<file path="src/rtl/display_driver_module_pkg.sv">
// Shared constants for the byte-to-7-segment display driver: digit count,
// FSM state encodings and active-low segment patterns ({g,f,e,d,c,b,a}).
package display_driver_module_pkg;

    localparam int NUM_DIGITS = 3;

    typedef enum logic [1:0] {
        IDLE    = 2'd0,
        CONVERT = 2'd1,
        COMMIT  = 2'd2
    } state_t;

    localparam logic [3:0] DIGIT_BLANK = 4'hF;

    localparam logic [6:0] SEG_0     = 7'b1000000;
    localparam logic [6:0] SEG_1     = 7'b1111001;
    localparam logic [6:0] SEG_2     = 7'b0100100;
    localparam logic [6:0] SEG_3     = 7'b0110000;
    localparam logic [6:0] SEG_4     = 7'b0011001;
    localparam logic [6:0] SEG_5     = 7'b0010010;
    localparam logic [6:0] SEG_6     = 7'b0000010;
    localparam logic [6:0] SEG_7     = 7'b1111000;
    localparam logic [6:0] SEG_8     = 7'b0000000;
    localparam logic [6:0] SEG_9     = 7'b0010000;
    localparam logic [6:0] SEG_BLANK = 7'b1111111;

endpackage

</file>
<file path="src/rtl/display_driver_module_seg_decoder.sv">
// Combinational BCD digit to active-low 7-segment pattern; codes above 9 blank.
module seg_decoder_module (
    input  logic [3:0] digit,
    output logic [6:0] seg
);
    import display_driver_module_pkg::*;

    always_comb begin
        seg = SEG_BLANK;
        case (digit)
            4'd0: seg = SEG_0;
            4'd1: seg = SEG_1;
            4'd2: seg = SEG_2;
            4'd3: seg = SEG_3;
            4'd4: seg = SEG_4;
            4'd5: seg = SEG_5;
            4'd6: seg = SEG_6;
            4'd7: seg = SEG_7;
            4'd8: seg = SEG_8;
            4'd9: seg = SEG_9;
            default: seg = SEG_BLANK;
        endcase
    end

endmodule

</file>
<file path="src/rtl/display_driver_module.sv">
// Byte to 3-digit multiplexed 7-segment driver with sequential shift-add-3 conversion.
// Define DISPLAY_LEADING_ZERO_BLANK_EN to blank leading zeros in hundreds/tens.
module display_driver_module #(
    parameter int SCAN_DIV = 50000
) (
    input  logic       clk,
    input  logic       rst,
    input  logic [7:0] value_i,
    input  logic       load_i,
    output logic       busy_o,
    output logic [6:0] seg_o,
    output logic [2:0] an_o
);
    import display_driver_module_pkg::*;

    localparam int PW = (SCAN_DIV > 2) ? $clog2(SCAN_DIV) : 1;
    localparam logic [PW-1:0] PRE_MAX = PW'(SCAN_DIV - 1);

    state_t      state;
    logic [2:0]  bit_cnt;
    logic        pend_vld;
    logic [7:0]  pend_val;
    logic [7:0]  bin_sr;
    logic [11:0] bcd_sr;
    logic [11:0] disp;
    logic [PW-1:0] prescale;
    logic [1:0]  digit_idx;

    logic        start;
    logic [7:0]  start_val;
    logic [11:0] disp_next;
    logic [1:0]  idx_next;
    logic [3:0]  digit_sel;
    logic [6:0]  seg_next;
    logic [2:0]  an_next;

    function automatic logic [11:0] add3(input logic [11:0] b);
        logic [11:0] r;
        r = b;
        for (int i = 0; i < NUM_DIGITS; i++) begin
            if (r[i*4 +: 4] >= 4'd5)
                r[i*4 +: 4] = r[i*4 +: 4] + 4'd3;
        end
        return r;
    endfunction

    // A load arriving during COMMIT supersedes any older pending byte and starts at once.
    assign start     = (state == IDLE && load_i) || (state == COMMIT && (load_i || pend_vld));
    assign start_val = (state == COMMIT && !load_i) ? pend_val : value_i;

    always_ff @(posedge clk or posedge rst) begin
        if (rst) begin
            state    <= IDLE;
            busy_o   <= 1'b0;
            pend_vld <= 1'b0;
            bit_cnt  <= 3'd0;
            disp     <= 12'd0;
        end else begin
            case (state)
                IDLE: begin
                    if (load_i) begin
                        state   <= CONVERT;
                        busy_o  <= 1'b1;
                        bit_cnt <= 3'd0;
                    end
                end
                CONVERT: begin
                    bit_cnt <= bit_cnt + 3'd1;
                    if (load_i)
                        pend_vld <= 1'b1;
                    if (bit_cnt == 3'd7)
                        state <= COMMIT;
                end
                COMMIT: begin
                    disp <= bcd_sr;
                    if (load_i || pend_vld) begin
                        state    <= CONVERT;
                        bit_cnt  <= 3'd0;
                        pend_vld <= 1'b0;
                    end else begin
                        state  <= IDLE;
                        busy_o <= 1'b0;
                    end
                end
                default: begin
                    state  <= IDLE;
                    busy_o <= 1'b0;
                end
            endcase
        end
    end

    always_ff @(posedge clk) begin
        if (load_i && state != IDLE)
            pend_val <= value_i;
        if (start) begin
            bin_sr <= start_val;
            bcd_sr <= 12'd0;
        end else if (state == CONVERT) begin
            {bcd_sr, bin_sr} <= {add3(bcd_sr), bin_sr} << 1;
        end
    end

    // Outputs are registered from next-state values so an_o/seg_o track the digit index.
    assign disp_next = (state == COMMIT) ? bcd_sr : disp;
    assign idx_next  = (prescale == PRE_MAX) ? ((digit_idx == 2'd2) ? 2'd0 : digit_idx + 2'd1)
                                             : digit_idx;

    always_comb begin
        digit_sel = disp_next[3:0];
        an_next   = 3'b110;
        case (idx_next)
            2'd1: begin
                an_next   = 3'b101;
                digit_sel = disp_next[7:4];
`ifdef DISPLAY_LEADING_ZERO_BLANK_EN
                if (disp_next[11:4] == 8'd0)
                    digit_sel = DIGIT_BLANK;
`endif
            end
            2'd2: begin
                an_next   = 3'b011;
                digit_sel = disp_next[11:8];
`ifdef DISPLAY_LEADING_ZERO_BLANK_EN
                if (disp_next[11:8] == 4'd0)
                    digit_sel = DIGIT_BLANK;
`endif
            end
            default: begin
                an_next   = 3'b110;
                digit_sel = disp_next[3:0];
            end
        endcase
    end

    seg_decoder_module u_seg_decoder (
        .digit (digit_sel),
        .seg   (seg_next)
    );

    always_ff @(posedge clk or posedge rst) begin
        if (rst) begin
            prescale  <= '0;
            digit_idx <= 2'd0;
            an_o      <= 3'b110;
            seg_o     <= SEG_0;
        end else begin
            prescale  <= (prescale == PRE_MAX) ? '0 : prescale + PW'(1);
            digit_idx <= idx_next;
            an_o      <= an_next;
            seg_o     <= seg_next;
        end
    end

endmodule
</file>
<file path="config.mk">
export PLATFORM = sky130hd
export DESIGN_NAME = display_driver_module
export DESIGN_NICKNAME = d
export VERILOG_FILES = /design/src/rtl/display_driver_module_pkg.sv /design/src/rtl/display_driver_module_seg_decoder.sv /design/src/rtl/display_driver_module.sv
export SDC_FILE = /design/constraint.sdc
export NUM_CORES = 1
export LEC_CHECK = 0
export BUFFER_PORTS_ARGS = -buffer_cell sky130_fd_sc_hd__buf_4
export CORE_ASPECT_RATIO = 1.1
export CORE_MARGIN = 4
export CORE_UTILIZATION = 35
export DETAILED_ROUTE_END_ITERATION = 8
export RECOVER_POWER = 100
export SLEW_MARGIN = 20
export SYNTH_ARGS = -nofsm -noshare
export SYNTH_HDL_FRONTEND = slang
export SYNTH_SLANG_ARGS = --single-unit
</file>
<file path="constraint.sdc">
create_clock -name clk -period 2.7 [get_ports clk]
set_input_delay 0 -clock clk [delete_from_list [all_inputs] [get_ports clk]]
set_output_delay 0 -clock clk [all_outputs]
set_load 0.01 [all_outputs]
</file>
==> results.tsv, run 1 <==
stage	metric	value	unit
die	die_w	103	um
global_routing	grt_pass1_vias	2389	
power	ir_drop	0.413	mV
worst_setup_path	ff2ff_path_depth	11	
status	violations	capacitance limit, slew limit	
drt	ant_nets	0	
logic_synthesis	yosysTopAreaCell	dfrtp_1	
die	core_area	9490	um2
global_routing	grt_pass1_wl	11200	um
final_layout	final_util	46.4	%
logic_synthesis	syn_area	3460	um2
die	start_util	36.4	%
worst_setup_path	cp.arrival	2830	ps
worst_setup_path	cp_slowest_cell	dfrtp_1	
placed_design	dpl.hpwl	4330	um
logic_synthesis	ys.flop_type	dfrtp_1	
final_layout	final_common_cell	dfrtp_1	
final_layout	drive_gt1_share	24.9	%
worst_setup_path	crit_chain	nor4b_2, nand3_1, nor3_2, buf_4, mux2i_4, buf_4, ha_4, buf_4, a21oi_4, mux2i_2, a22oi_1	
global_routing	grt_max_degree	48	
flow_run	maxCapViolations	1	
worst_setup_path	cp_common_cell	buf_4	
logic_synthesis	ys_seq_area_share	55.0	%
clock_network	clock_latency	350	ps
sta	max_freq	382	MHz
die	row_count	37	
sta	max-slew-margin-rel	-17.9	%
final_layout	postLayoutCellArea	4400	um2
clock_network	numCtsBuffers	9	
min_path	min_delay_path_depth	2	
placed_design	pre_cts_ws	-170	ps
final_layout	nets	410	
worst_setup_path	critPathLaunchType	flop	
placed_design	port_buffers	21	
final_layout	syn_to_final_growth	27.3	%
worst_setup_path	critPathCaptureType	flop	
die	dieArea	11500	um2
drt	drcViolationCount	0	
logic_synthesis	synth_top_area_share	31.9	%
logic_synthesis	yosys_register_bits	75	
sta	final_max_slew_viol_count	48	
power	p_leak	1.86	nW
logic_synthesis	synth_fp_nets	343	
global_routing	antenna_found_initial	0	
clock_network	clockBufferDepth	2	
min_path	hp-start	value_i[5]	
global_routing	grtUsageTotal	12.0	%
clock_network	cts_sinks	75	
sta	rsz0062_at_grt	yes	
logic_synthesis	synth-edff-count	16	
clock_network	cts_tree	built	
worst_setup_path	criticalPathCategory	flop to flop	
worst_setup_path	critPathLaunch	prescale[7]	
clock_network	cts_root_buf	clkbuf_8	
sta	setup_violations	0	
sta	finClkSkew	13.4	ps
placed_design	globalplace.congestion	0.766	
worst_setup_path	path_max_fanout	7	
clock_network	cts.clk_slew.worst_paths	90	ps
final_layout	layout_common_cells	dfrtp_1, buf_4, nand2_1, nor2_1, o21ai_0	
worst_setup_path	critPathMaxStageDelay	390	ps
drt	wl_per_cell	12.6	um
drt	dr.pass1.iters	4	
status	status	finished with violations	
drt	drtIter0Drc	76	
die	pin_count	22	
drt	m1WireLength	3020	um
final_layout	diodes	0	
sta	finalHoldViolCount	0	
logic_synthesis	synth.area.top_cells	dfrtp_1, edfxtp_1, dfxtp_1	
min_path	min_path_type	input port to flop	
placed_design	dpl_cell_area	3930	um2
sta	tightest_slew	1770	ps
global_routing	grt.overflow.total	0	
logic_synthesis	avgSynthCellArea	11.0	um2
logic_synthesis	async_flop_share	62.7	%
logic_synthesis	ys_types	42	
worst_setup_path	r2r-start	prescale[7]	
sta	finalWorstSetupSlack	84.1	ps
worst_setup_path	required	2920	ps
drt	finalWirelength	6360	um
logic_synthesis	yosys_warnings	0	
drt	dr_wl_met3	171	um
logic_synthesis	syn_inst	314	
sta	fin_crit	2620	ps
die	die_h	112	um
final_layout	instances_no_fill	503	
drt	highest_layer	met4	
drt	vias	2415	
placed_design	dp_cells	470	
sta	tns	0	ps
drt	wl_met2	3080	um
clock_network	cts_max_level	3	
drt	viasPerCell	4.80	
power	power_density	879	nW/um2
sta	period_share	96.9	%
==> critical path: cells and delay by family (launching register included) <==
kind,cells,cell delay [ps]
DFF,1,390
adders and majority gates,1,230
muxes,2,540
AOI/OAI and AO/OA,2,360
buffers and inverters,3,480
and+or+nand+nor,3,500
==> flip-flops by register name, indices dropped and copies added, names as in the netlist, 2 cells and up <==
name / count
bcd_sr: 12
bit_cnt: 3
digit_idx: 2
state: 2
an_o: 3
prescale: 16
pend_val: 8
disp: 12
seg_o: 7
bin_sr: 8
==> through the flow <==
stage | total power [mW] | hold slack (ps)
2_1_floorplan | 2.57 | 98.9
3_3_place_gp | 2.91 | 189
3_5_place_dp | 2.95 | 190
4_1_cts | 3.85 | 360
5_1_grt | 4.19 | 389
6_report | 3.87 | 397
==> final cells by class <==
| cell class | count | area, um2 |
|---|---|---|
| Sequential cell | 75 | 1900 |
| Inverter | 18 | 72.6 |
| Clock inverter | 7 | 67.6 |
| Timing Repair Buffer | 67 | 475 |
| Multi-Input combinational cell | 210 | 1610 |
| Clock buffer | 9 | 124 |
| Fill cell | 853 | 5090 |
| Tap cell | 117 | 146 |
==> layer usage <==
metal | global-route usage, % | up-vias
li1 | - | 1221
met1 | 15.8 | 1161
met2 | 19.2 | 25
met3 | 2.80 | 8
met4 | 4.66 | 0
met5 | 0 | -
==> Yosys cell counts (2+ instances only) <==
| cell type | n |
|---|---|
| a21oi_1 | 18 |
| a21oi_2 | 2 |
| a221oi_1 | 2 |
| a22oi_1 | 2 |
| and2_1 | 2 |
| and3_1 | 3 |
| buf_6 | 3 |
| clkbuf_1 | 8 |
| dfrtp_1 | 44 |
| dfstp_2 | 3 |
| dfxtp_1 | 12 |
| edfxtp_1 | 16 |
| ha_1 | 18 |
| inv_1 | 18 |
| mux2_2 | 4 |
| mux2_4 | 4 |
| mux2i_1 | 15 |
| nand2_1 | 26 |
| nand2b_1 | 5 |
| nand3_1 | 20 |
| nand4_1 | 2 |
| nor2_1 | 26 |
| nor2b_1 | 3 |
| nor3_1 | 3 |
| o211ai_1 | 2 |
| o21ai_0 | 21 |
| xnor2_1 | 9 |
| xor2_1 | 9 |
==> power by group <==
group	total, mW	internal [mW]	switching [mW]
sequential	1.70	1.52	0.173
clock	0.852	0.424	0.428
combinational	1.32	0.557	0.763
==> cell families (layout without fill, tap and decap cells) <==
group                    Yosys count  in the layout  synth area share (%)
AND/OR/NAND/NOR                   95             95                  12.8
flip-flops                        75             75                  55.0
AO/OA/AOI/OAI                     55             55                  9.63
buffers and inverters             29            101                  3.80
multiplexers                      24             24                  7.71
adder cells (fa/ha/maj)           18             18                  6.52
XOR/XNOR                          18             18                  4.56
==> worst paths after layout <==
check                               end  slack, ps
min in group asynchronous        busy_o        770
max in group asynchronous       disp[5]        900
max reg2reg                    seg_o[3]         80
min                         pend_val[5]        400
max                            seg_o[3]         80
min reg2reg                prescale[13]        490
==> what timing repair did <==
item / 4_1_cts / 5_1_grt
gates resized for setup: 11 / 25
hold endpoints to repair: 55 / 0
endpoints found under the setup margin: 7 / 7
setup buffers: 4 / 3
pin swaps: 1 / 14
hold buffers: 10 / 0
Power figures use the tool's default switching activity.
==> run 2: changes to the inputs <==
- ABC_AREA: not set -> 1
==> results.tsv, run 2 <==
stage	metric	value	unit	change
drt	finalWirelength	7310	um	+15%
clock_network	cts_root_buf	clkbuf_16		
logic_synthesis	ys_seq_area_share	50.0	%	-5.0 points
logic_synthesis	synth.area.mux_share	0	%	-7.7 points
worst_setup_path	cp_common_cell	nand3_1		
worst_setup_path	crit_chain	ha_2, nand2_1, inv_1, nand2_1, nor2_1, nand2_2, nand2_1, o21ai_4, buf_4, ha_4, nand3_1, nand3_1, o21ai_2, ha_1, nand3_1, nand3_1, nand2_2		
sta	fin_crit	2490	ps	-124 ps
logic_synthesis	synth_xor_area_share	2.53	%	-2.0 points
logic_synthesis	ys.flop_type	dfrtp_1		
logic_synthesis	synth-edff-count	16		unchanged
power	ir_drop	0.423	mV	+2.5%
final_layout	instances_no_fill	613		+22%
logic_synthesis	synth_most_common_cell	nand2_1		
placed_design	dpl.hpwl	4930	um	+14%
global_routing	antenna_found_initial	0		unchanged
global_routing	grt_max_degree	48		unchanged
logic_synthesis	synth.area.top_cells	dfrtp_1, edfxtp_1, nand2_1		
final_layout	diodes	0		unchanged
drt	drtIter0Drc	93		+22%
clock_network	cts_sinks	75		unchanged
worst_setup_path	criticalPathCategory	flop to flop		
final_layout	drive_gt1_share	16.0	%	-8.9 points
final_layout	fill_cells	1019		+19%
drt	drcViolationCount	0		unchanged
clock_network	clockBufferDepth	2		unchanged
clock_network	cts_max_level	3		unchanged
sta	setup_violations	0		unchanged
logic_synthesis	ys_types	42		unchanged
final_layout	multi_input_area	1610	um2	-0.23%
power	clkPwrFrac	27.0	%	+5.0 points
logic_synthesis	yosysTopAreaCell	dfrtp_1		
final_layout	seqCellArea	1900	um2	unchanged
logic_synthesis	avgSynthCellArea	9.08	um2	-18%
final_layout	largest_register	prescale		
logic_synthesis	synth-compound-area-share	9.47	%	-0.16 points
logic_synthesis	synth_top_area_share	28.9	%	-2.9 points
drt	dr.pass1.iters	4		unchanged
final_layout	nets	494		+20%
sta	tightest_slew	1790	ps	+18.9 ps
global_routing	grt_pass1_vias	2711		+13%
final_layout	layout_common_cells	nand2_1, inv_1, dfrtp_1, nand3_1, nor2_1		
sta	finClkSkew	10.4	ps	-2.99 ps
status	violations	capacitance limit, slew limit		
logic_synthesis	synth_fp_nets	448		+31%
worst_setup_path	cp_slowest_cell	dfrtp_1		
power	p_seq_share	37.9	%	-5.9 points
power	p_comb_share	35.1	%	+1.0 points
drt	viasPerCell	4.57		-4.9%
worst_setup_path	required	2970	ps	+50 ps
clock_network	numCtsBuffers	9		unchanged
status	status	finished with violations		
logic_synthesis	syn_inst	419		+33%
logic_synthesis	yosys_warnings	0		unchanged
sta	max-slew-margin-rel	-19.2	%	-1.3 points
sta	finalHoldViolCount	0		unchanged
logic_synthesis	syn_area	3800	um2	+10%
die	die_h	117	um	+4.6%
global_routing	grt_pass1_wl	12400	um	+11%
logic_synthesis	synth_fa_ha_area_share	5.92	%	-0.60 points
drt	ant_nets	0		unchanged
final_layout	largest_reg_flops	16		unchanged
sta	max_freq	401	MHz	+5.0%
power	p_switching	1.63	mW	+19%
logic_synthesis	synth-simple-area-share	23.4	%	+11 points
die	dieArea	12600	um2	+9.3%
placed_design	globalplace.congestion	0.816		+6.6%
final_layout	syn_to_final_growth	19.6	%	
sta	final_max_slew_viol_count	48		unchanged
sta	period_share	92.3	%	-4.6 points
die	row_count	39		+5.4%
clock_network	cts.clk_slew.worst_paths	60	ps	-30 ps
placed_design	port_buffers	21		unchanged
worst_setup_path	critPathCaptureType	flop		
power	swShare	35.8	%	+0.48 points
final_layout	final_util	43.4	%	-3.0 points
global_routing	grt.overflow.total	0		unchanged
worst_setup_path	path_max_fanout	5		-2
global_routing	grtUsageTotal	12.2	%	+0.15 points
drt	wl_per_cell	11.9	um	-5.7%
worst_setup_path	critPathLaunchType	flop		
power	internal_power	2.93	mW	+17%
placed_design	dp_cells	584		+24%
flow_run	maxCapViolations	1		unchanged
die	start_util	36.3	%	-0.16 points
clock_network	clock_latency	340	ps	about the same
drt	vias	2800		+16%
min_path	min_path_type	input port to flop		
logic_synthesis	async_flop_share	62.7	%	unchanged
power	p_leak	2.10	nW	+13%
logic_synthesis	synthTopCellsByCount	nand2_1, inv_1, dfrtp_1, nand3_1, nor2_1		
worst_setup_path	critPathMaxStageDelay	350	ps	-40 ps
die	die_w	107	um	+4.5%
final_layout	final_common_cell	nand2_1		
die	core_area	10500	um2	+11%
clock_network	cts_tree	built		
logic_synthesis	yosys_register_bits	75		unchanged
final_layout	reg_top3	prescale (16), bcd_sr (12), disp (12)		
worst_setup_path	cp.arrival	2770	ps	-60 ps
logic_synthesis	synth_top_family_by_area	simple AND/OR/NAND/NOR gates		
power	power_density	1000	nW/um2	+14%
die	pin_count	22		unchanged
==> run 2: changes by cell type after synthesis, moves of 6 or more <==
cell      previous run  this run
inv_1               18        60
nand2_1             26        66
nand3_1             20        43
mux2i_1             15         0
nand2_2              0        11
nor2_1              26        37
o21ai_1              0        10
clkbuf_1             8         0
xnor2_1              9         1
a31oi_1              1         7
o21ai_0             21        15
==> run 2: per-stage QoR <==
| stage | power, mW | instance area [um2] | hold WS (ps) | setup slack, ps | TNS, ps |
|---|---|---|---|---|---|
| 4_1_cts | 4.67 | 4540 | 377 | 42.8 | 0 |
| 2_1_floorplan | 3.02 | 3800 | 98.9 | 4.05 | 0 |
| 3_5_place_dp | 3.41 | 4130 | 191 | -6.99 | -6.99 |
| 5_1_grt | 4.95 | 4550 | 408 | -37.3 | -80.0 |
| 3_3_place_gp | 3.36 | 4130 | 189 | 122 | 0 |
| 6_report | 4.56 | 4550 | 407 | 208 | 0 |
==> run 2: cell families after synthesis <==
logic type               Yosys count
AO/OA/AOI/OAI                     58
XOR/XNOR                          11
adder cells (fa/ha/maj)           18
buffers and inverters             75
flip-flops                        75
AND/OR/NAND/NOR                  182
==> run 2: repair_timing <==
item                       in CTS  in global routing
buffers inserted                0                  3
setup endpoints to repair       2                  7
hold buffers                   10                  0
resized for setup               2                 14
pin swaps                       0                  3
hold endpoints to repair       53                  0
==> run 2: cell type report <==
cell class / instances / share of cell area, %
clock buffers: 12 / 5.67
multi-input cells: 269 / 35.4
clock inverters: 4 / 1.10
repair buffers: 42 / 6.33
well taps: 143 / 3.93
inverters: 68 / 5.78
flip-flops and latches: 75 / 41.8
==> run 2: worst paths after layout <==
path,start,endpoint,slack (ps),cells after the start
setup / recovery,prescale[1],seg_o[3],210,17
hold / removal,value_i[3],pend_val[3],410,2
setup reg to reg,prescale[1],seg_o[3],210,17
hold reg to reg,bcd_sr[11],bcd_sr[11],470,2
max in group asynchronous,rst,disp[9],860,3
min in group asynchronous,rst,prescale[8],810,3
==> run 2: power groups by stage <==
| stage | Sequential [mW] | Combinational (mW) | Clock, mW |
|---|---|---|---|
| floorplan | 1.74 | 1.28 | 0 |
| finish | 1.73 | 1.60 | 1.23 |
| CTS | 1.73 | 1.68 | 1.26 |
| global placement | 1.74 | 1.62 | 0 |
| global route | 1.76 | 1.87 | 1.31 |
| detailed placement | 1.75 | 1.66 | 0 |
==> run 2: layer usage <==
metal | vias up | GRT usage (%) | part of all wire (%)
met5 | - | 0 | 0
met2 | 39 | 20.2 | 49
li1 | 1446 | - | -
met1 | 1305 | 15.2 | 47
met3 | 10 | 3.46 | 3.4
met4 | 0 | 4.03 | 1.2
==> run 2: worst max-delay path: cells and delay by family (launching register included) <==
family	cells	cell delay, ps
simple gates	10	980
buf+inv	2	230
fa+ha+maj	3	630
compound gates	2	210
flops	1	350
